File: config.mk
export PLATFORM = sky130hd
export DESIGN_NAME = cdb_arbiter
export DESIGN_NICKNAME = d
export VERILOG_FILES = /design/src/rtl/cdb_arbiter_pkg.sv /design/src/rtl/cdb_arbiter_rr_pick.sv /design/src/rtl/cdb_arbiter.sv
export SDC_FILE = /design/constraint.sdc
export NUM_CORES = 1
export LEC_CHECK = 0
export ABC_CLOCK_PERIOD_IN_PS = 9400
export CAP_MARGIN = 10
export CORE_UTILIZATION = 49
export DETAILED_ROUTE_END_ITERATION = 8
export PLACE_DENSITY_LB_ADDON = 0.08
export RECOVER_POWER = 50
export SLEW_MARGIN = 25
export SYNTH_ARGS = -nofsm -noshare
export SYNTH_HDL_FRONTEND = slang
export SYNTH_SLANG_ARGS = --single-unit
File: constraint.sdc
create_clock -name clk_in -period 9.4 [get_ports clk_in]
set_input_delay 0.94 -clock clk_in [delete_from_list [all_inputs] [get_ports clk_in]]
set_output_delay 0.94 -clock clk_in [all_outputs]
set_load 0.01 [all_outputs]
File: src/rtl/cdb_arbiter_pkg.sv
// Shared widths, requester ids and small index helpers for the CDB arbiter.
// Requester ids match the slice order of the flattened request buses.
package cdb_arbiter_pkg;

  localparam int CDB_N_REQ     = 3;
  localparam int CDB_DATA_W    = 32;
  localparam int CDB_ADDR_W    = 32;
  localparam int CDB_ROB_IDX_W = 4;

  typedef enum logic [1:0] {
    CDB_SRC_ALU0 = 2'd0,
    CDB_SRC_ALU1 = 2'd1,
    CDB_SRC_LSB  = 2'd2
  } cdb_src_e;

  // A single requester still needs a 1-bit source id.
  function automatic int src_width(input int n);
    return (n > 1) ? $clog2(n) : 1;
  endfunction

  // Plain modulo-n increment; n need not be a power of two.
  function automatic int wrap_inc(input int idx, input int n);
    return (idx + 1 >= n) ? 0 : idx + 1;
  endfunction

endpackage

File: src/rtl/cdb_arbiter_rr_pick.sv
// Combinational round-robin picker: first set request at or after ptr wins.
// Produces a one-hot grant, an any-grant flag and the winning index.
module cdb_arbiter_rr_pick #(
  parameter int N     = 3,
  parameter int IDX_W = 2
) (
  input  logic [N-1:0]     req,
  input  logic [IDX_W-1:0] ptr,
  output logic [N-1:0]     grant,
  output logic             any,
  output logic [IDX_W-1:0] win
);

  int idx;

  always_comb begin
    grant = '0;
    any   = 1'b0;
    win   = '0;
    idx   = 0;
    for (int k = 0; k < N; k++) begin
      idx = int'(ptr) + k;
      if (idx >= N) idx = idx - N;
      if (!any && req[idx]) begin
        any        = 1'b1;
        grant[idx] = 1'b1;
        win        = IDX_W'(idx);
      end
    end
  end

endmodule

File: src/rtl/cdb_arbiter.sv
// Common data bus arbiter: one holding slot per completing unit, round-robin
// selection of one slot per cycle, registered broadcast to ROB/RS/LSB.
module cdb_arbiter
  import cdb_arbiter_pkg::*;
#(
  parameter int  N_REQ     = CDB_N_REQ,
  parameter int  DATA_W    = CDB_DATA_W,
  parameter int  ADDR_W    = CDB_ADDR_W,
  parameter int  ROB_IDX_W = CDB_ROB_IDX_W,
  localparam int SRC_W     = src_width(N_REQ)
) (
  input  logic                      clk_in,
  input  logic                      rst_in,
  input  logic                      rdy_in,
  input  logic                      clr_in,
  input  logic [N_REQ-1:0]          req_valid,
  output logic [N_REQ-1:0]          req_ready,
  input  logic [N_REQ*DATA_W-1:0]   req_result,
  input  logic [N_REQ*ROB_IDX_W-1:0] req_rob_index,
  input  logic [N_REQ-1:0]          req_branch,
  input  logic [N_REQ*ADDR_W-1:0]   req_newPC,
  output logic                      cdb_ready,
  output logic [DATA_W-1:0]         cdb_result,
  output logic [ROB_IDX_W-1:0]      cdb_rob_index,
  output logic                      cdb_branch,
  output logic [ADDR_W-1:0]         cdb_newPC,
  output logic [SRC_W-1:0]          cdb_src
);

  logic                 slot_valid_reg  [N_REQ];
  logic [DATA_W-1:0]    slot_result_reg [N_REQ];
  logic [ROB_IDX_W-1:0] slot_rob_reg    [N_REQ];
  logic                 slot_branch_reg [N_REQ];
  logic [ADDR_W-1:0]    slot_pc_reg     [N_REQ];
  logic [SRC_W-1:0]     rr_ptr_reg;

  logic [N_REQ-1:0] slot_occupied;
  logic [N_REQ-1:0] grant;
  logic             grant_any;
  logic [SRC_W-1:0] win;
  logic             accept_en;

  // Reset also blocks acceptance so nothing handed over during reset is lost.
  assign accept_en = rdy_in && !clr_in && !rst_in;

  cdb_arbiter_rr_pick #(
    .N     (N_REQ),
    .IDX_W (SRC_W)
  ) u_pick (
    .req   (slot_occupied),
    .ptr   (rr_ptr_reg),
    .grant (grant),
    .any   (grant_any),
    .win   (win)
  );

  generate
    for (genvar gi = 0; gi < N_REQ; gi++) begin : g_slot
      assign slot_occupied[gi] = slot_valid_reg[gi];
      // A slot being drained this cycle can take a new entry in the same cycle.
      assign req_ready[gi] = accept_en && (!slot_valid_reg[gi] || grant[gi]);

      always_ff @(posedge clk_in) begin
        if (rst_in || clr_in) begin
          slot_valid_reg[gi] <= 1'b0;
        end else if (rdy_in) begin
          if (req_valid[gi] && req_ready[gi]) begin
            slot_valid_reg[gi]  <= 1'b1;
            slot_result_reg[gi] <= req_result[gi*DATA_W +: DATA_W];
            slot_rob_reg[gi]    <= req_rob_index[gi*ROB_IDX_W +: ROB_IDX_W];
            slot_branch_reg[gi] <= req_branch[gi];
            slot_pc_reg[gi]     <= req_newPC[gi*ADDR_W +: ADDR_W];
          end else if (grant[gi]) begin
            slot_valid_reg[gi] <= 1'b0;
          end
        end
      end
    end
  endgenerate

  // Flush drops the pending broadcast but leaves the data buses as they were.
  always_ff @(posedge clk_in) begin
    if (rst_in) begin
      cdb_ready     <= 1'b0;
      cdb_result    <= '0;
      cdb_rob_index <= '0;
      cdb_branch    <= 1'b0;
      cdb_newPC     <= '0;
      cdb_src       <= '0;
      rr_ptr_reg    <= '0;
    end else if (clr_in) begin
      cdb_ready  <= 1'b0;
      rr_ptr_reg <= '0;
    end else if (rdy_in) begin
      if (grant_any) begin
        cdb_ready     <= 1'b1;
        cdb_result    <= slot_result_reg[win];
        cdb_rob_index <= slot_rob_reg[win];
        cdb_branch    <= slot_branch_reg[win];
        cdb_newPC     <= slot_pc_reg[win];
        cdb_src       <= win;
        rr_ptr_reg    <= SRC_W'(wrap_inc(int'(win), N_REQ));
      end else begin
        cdb_ready <= 1'b0;
      end
    end
  end

endmodule

Yosys cells after proc, flatten, opt, wreduce, memory -nomap -nowiden
Memory sizes are Yosys's and may differ from the RTL's. A register that Yosys moved wholly into a read port is not among the register bits.
Index checks and enable logic that the tools add are counted.
{"block": "word_totals", "register_bits": 5, "word_cells": 124, "ramBits": 210, "mem_count": 5}
{"block": "op_classes", "magnitude_cmp": 10, "bitwise": 9, "reduce_logical": 27, "mux": 64, "n_addsub": 6}
{"name": "slot_pc_reg", "words": 3, "width": 32, "read_ports": 1, "rd_clocked_by_memory_dff": 1, "write_ports": 3, "line_no": "cdb_arbiter.sv:34", "source": "logic [ADDR_W-1:0] slot_pc_reg [N_REQ];"}
{"name": "slot_result_reg", "words": 3, "width": 32, "read_ports": 1, "rd_clocked_by_memory_dff": 1, "write_ports": 3, "line_no": "cdb_arbiter.sv:31", "source": "logic [DATA_W-1:0] slot_result_reg [N_REQ];"}
{"name": "slot_rob_reg", "words": 3, "width": 4, "read_ports": 1, "rd_clocked_by_memory_dff": 1, "write_ports": 3, "line_no": "cdb_arbiter.sv:32", "source": "logic [ROB_IDX_W-1:0] slot_rob_reg [N_REQ];"}
{"name": "slot_branch_reg", "words": 3, "width": 1, "read_ports": 1, "rd_clocked_by_memory_dff": 1, "write_ports": 3, "line_no": "cdb_arbiter.sv:33", "source": "logic slot_branch_reg [N_REQ];"}
{"name": "slot_valid_reg", "words": 3, "width": 1, "read_ports": 3, "rd_clocked_by_memory_dff": 0, "write_ports": 3, "line_no": "cdb_arbiter.sv:30", "source": "logic slot_valid_reg [N_REQ];"}
{"op": "$ge 32x1->1 const B", "n": 3}
{"op": "$lt 32x4->1 const B", "n": 3}
{"op": "$mux 32", "n": 3}
{"op": "$ge 32x3->1 const B", "n": 2}
{"op": "$sub 32x3->32 const B", "n": 2}
{"op": "$mux 1", "n": 48}
{"op": "$logic_and 1x1->1", "n": 13}
{"op": "$mux 3", "n": 3}
{"op": "$mux 2", "n": 4}
{"op": "$logic_not 1->1", "n": 7}
{"op": "$add 2x1->3 const B", "n": 2}
{"op": "$bmux 1 s2", "n": 3}
{"op": "$demux 1 s2", "n": 3}
{"op": "$or 1x1->1", "n": 6}
{"op": "$or 3x3->3", "n": 2}
{"op": "$logic_or 1x1->1", "n": 4}
{"op": "$add 2x2->3 const B", "n": 1}
{"op": "$ge 3x2->1 const B", "n": 1}
{"op": "$reduce_and 3->1", "n": 1}
{"op": "$sub 2x2->3 const B", "n": 1}
{"op": "$ge 2x2->1 const B", "n": 1}
{"op": "$reduce_and 2->1", "n": 1}
{"op": "$reduce_or 2->1", "n": 1}
{"op": "$not 1->1", "n": 1}

Logic depth before layout (Yosys ltp)
{"block": "depth", "ltp_word": 21, "ltp_mapped": 10, "ltp_nobuf": 7}

Hierarchy
From an unflattened synthesis, not the netlist that was laid out.
{"block": "hier_totals", "cells_unflattened": 697, "area_unflattened_um2": 10770.3}
{"module": "cdb_arbiter", "instances": 1, "area_per_inst_um2": 10388.7, "cells_per_inst": 645}
{"module": "cdb_arbiter_rr_pick", "instances": 1, "area_per_inst_um2": 381.6, "cells_per_inst": 52}

Worst setup path before layout
OpenSTA, ideal clock, no wires.
{"block": "synth_path", "path_type": "input to register", "start": "input port rst_in", "end": "memory slot_branch_reg[2], enable pin", "stages": 4, "path_buffers": 1, "slack_ns": 2.233, "arrival_time_ns": 6.568, "t_required_ns": 8.801, "path_cell_list": "clkbuf_1 -> nor2_1 -> nand2_1 -> a211oi_1"}
{"element": "from (decl)", "line_no": "cdb_arbiter.sv:13", "source": "input logic rst_in,"}
{"element": "to (decl)", "line_no": "cdb_arbiter.sv:33"}

Worst setup path after layout
{"block": "layout_path", "start": "register rr_ptr_reg[0]", "end": "output port req_ready[0]"}
{"block": "layout_via", "elab_chain_cells": 14, "elab_cells_between_ends": 48, "cone_classes": "add/sub: 5; order compare: 9; mux: 23; bitwise: 2; reduce/logical: 9"}
{"element": "from (decl)", "line_no": "cdb_arbiter.sv:35", "source": "logic [SRC_W-1:0] rr_ptr_reg;"}
{"element": "from (signal assigned)", "line_no": "cdb_arbiter.sv:102", "source": "rr_ptr_reg <= SRC_W'(wrap_inc(int'(win), N_REQ));"}
{"element": "parallel branches: the longest is 11 deep, another holds $sub 32x3->32"}
{"element": "$mux 3 (*)", "line_no": "cdb_arbiter_rr_pick.sv:24", "source": "if (!any && req[idx]) begin"}
{"element": "$logic_or 1x1->1 (*)", "line_no": "cdb_arbiter.sv:61", "source": "assign req_ready[gi] = accept_en && (!slot_valid_reg[gi] || grant[gi]);"}
{"element": "$logic_and 1x1->1 (*)", "line_no": "cdb_arbiter.sv:61"}
{"element": "to (decl)", "line_no": "cdb_arbiter.sv:17", "source": "output logic [N_REQ-1:0] req_ready,"}
Mark *: on every way between the ends. The select of a mux whose other input is x is not followed.

==> qor.yml <==
status:
  status: "complete, no violations"
worst_setup_path:
  critPathKind: "reg -> out"
  startpoint_type: "register"
  crit_fanout: 10
  cp.arrival_ps: 3360
  endpoint_kind: "primary output"
  worstPathRequired_ps: 8460
  worstSetupStartpoint: "rr_ptr_reg[0]"
  reg2reg_from: "rr_ptr_reg[0]"
die:
  die-area_um2: 23370
  start_util: 0.5049
  pin_count: 289
  dieHeight_um: 152.9
  core_um2: 22090
  die_w_um: 152.9
  rows: 54
cts:
  clk_latency_ps: 550
  cts_setup_buffers: 0
  cts-htree-levels: 1
  cts_buffers: 29
  post_cts_resized: 0
  cts_buffer_depth: 3
  cts-hold-fix-buffers: 0
  cts.sinks: 284
  cts_root_buf: "clkbuf_16"
  clkTransAtPathRegs_ps: 60
  cts_tree: "built"
sta:
  final_hold_viol_count: 0
  clock.fmax_mhz: 232.6
  final.setup.tns_ps: 0
  tightestPinTransition_ps: 1040
  fin_hold_ws_ps: 479.9
  period_share: 0.4574
  slew_viol_final: 0
  fin_skew_ps: 14.51
  worst_slack_ps: 5101
  maxSlewHeadroom: 0.3067
  rsz0062_at_grt: "no"
  finalSetupViolations: 0
  period_minus_slack_ps: 4299
place:
  gp_congestion: 0.8469
  dp_hpwl_um: 17640
  port_buffers: 288
  place_ws_ps: 5493
  dp.cells: 1297
global_routing:
  use_met3: 0.07088
  track_usage: 0.2651
  grt_pass1_wl_um: 47330
  grt_pass1_vias: 8118
  grt_util_met2: 0.4294
  busiest_layer: "met2"
  antenna_found_initial: 17
  grt_use_met1: 0.3459
  overflow: 0
  grt_start_max_net_pins: 75
min_path:
  hold_start: "cdb_src[1]"
  hold_path_class: "reg -> reg"
cells_and_area:
  drive_above_1_share: 0.07290
  multi_input_area_um2: 2897
  fillers: 1619
  area.growth.synth_to_final_pct: 34.54
  instances_no_fill: 1364
  nets: 1267
  regArea_um2: 7787
logic_synthesis:
  synth_fp_nets: 1021
  synth_flop_cell: "edfxtp_1"
  synth_top_area_frac: 0.5653
  synth.cell_area_um2: 11150
  synth_mux_area_frac: 0.005048
  synth_top_area_cell: "edfxtp_1"
  ys_types: 46
  synth_fa_ha_area_frac: 0.004487
  synthTopCellsByArea: "edfxtp_1 57%, dfxtp_1 13%, nand3_1 6.4%, a211oi_1 4.8%, a311oi_1 4.3%"
  synth-simple-area-share: 0.07560
  synth_xor_area_frac: 0
  synth_edf_count: 210
  syn_avg_cell_area_um2: 13.89
  synth_seq_area_share: 0.6981
  ys_warn_count: 0
  ys_async_sr_fraction: 0
  synth_top_family_by_area: "compound AO/OA/AOI/OAI gates"
  synth_seq_cells: 284
  synthCells: 803
  synth_compound_area_frac: 0.1671
detailed_routing:
  wirelength_um: 30980
  first_pass_iters: 5
  drtAntennaViolNets: 0
  drt_iter0_drc: 603
  wl_per_cell_um: 22.71
  avgViaCountPerCell: 5.974
  drc: 0
  num_vias: 8148
power_and_ir_drop:
  p_leak_nw: 5.047
  ir_drop_v: 0.0001462
  p_total_mw: 2.983
  power.density_nw_per_um2: 198.8
flow_run:
  cap_violations: 0
==> report_power, final <==
group | leakage, nW | internal [mW] | switching (mW)
Sequential | 2.52 | 1.39 | 0.0222
Combinational | 2.08 | 0.179 | 0.269
Clock | 0.448 | 0.658 | 0.461
==> placed cells by master, fill, tap and decap left out, drive strengths merged, types with 2 or more instances in the layout <==
master,instances
a311oi,69
nand2,5
bufinv,3
a21boi,3
mux2,2
ha,4
o21ai,10
o211ai,2
edfxtp,210
dfxtp,74
mux2i,3
nand3,142
a211oi,71
clkbuf,40
a21oi,82
inv,12
diode,14
nand4,4
a221oi,3
nor2,5
dlygate4sd3,279
clkinv,8
nand2b,2
a31oi,2
buf,12
clkdlybuf4s50,8
==> worst max-delay path: stages, from the launching register on <==
cell and delay [ps]:
dfxtp_1 380, ha_1 410, mux2_1 430, o32a_1 360
o221ai_1 160, o21ai_0 260, a21oi_1 240, clkdlybuf4s50_1 560
==> synthesized netlist by cell type, types with 2 or more instances <==
| cell | number |
|---|---|
| inv_1 | 11 |
| buf_2 | 26 |
| edfxtp_1 | 210 |
| o21ai_0 | 10 |
| a21boi_0 | 2 |
| mux2i_1 | 3 |
| buf_6 | 16 |
| nand2b_1 | 2 |
| nor2_1 | 5 |
| clkbuf_1 | 31 |
| a211oi_1 | 71 |
| a21oi_1 | 81 |
| a221oi_1 | 2 |
| nand2_1 | 5 |
| buf_4 | 9 |
| ha_1 | 4 |
| a311oi_2 | 14 |
| dfxtp_1 | 74 |
| nand4_1 | 3 |
| o211ai_1 | 2 |
| a311oi_1 | 55 |
| a31oi_1 | 2 |
| nand3_1 | 142 |
==> cells by family after synthesis <==
kind of cell / Yosys count
DFF: 284
and+or+nand+nor: 164
buffers and inverters: 95
muxes: 5
AOI/OAI and AO/OA: 251
adders and majority gates: 4
==> final cells by class <==
type / instances / share of cell area
inverter: 11 / 0.002751
antenna: 14 / 0.002334
timing repair buffer: 299 / 0.1983
clock buffer: 40 / 0.05178
tap: 280 / 0.02334
multi-input combinational: 424 / 0.1930
sequential: 284 / 0.5189
clock inverter: 12 / 0.009588
==> through the flow <==
step,utilization,cell area (um^2)
2_1_floorplan,-,11150
3_3_place_gp,0.6352,14030
3_5_place_dp,0.6352,14030
4_1_cts,0.6769,14960
5_1_grt,0.6787,14990
6_report,0.6792,15010
==> worst paths after layout <==
kind	end	slack, ps	cells after the start
worst min-delay path	cdb_src[1]	480	2
worst min register to register	cdb_src[1]	480	2
worst max register to register	slot_pc_reg[1][30]	5470	7
worst max-delay path	req_ready[0]	5100	7
==> routing by layer <==
| layer | wire, um | part of all wire |
|---|---|---|
| met1 | 12770 | 0.41 |
| met2 | 14930 | 0.48 |
| met3 | 2549 | 0.082 |
| met4 | 701 | 0.023 |
| met5 | 33 | 0.0011 |
(Power assumes the default switching activity.)
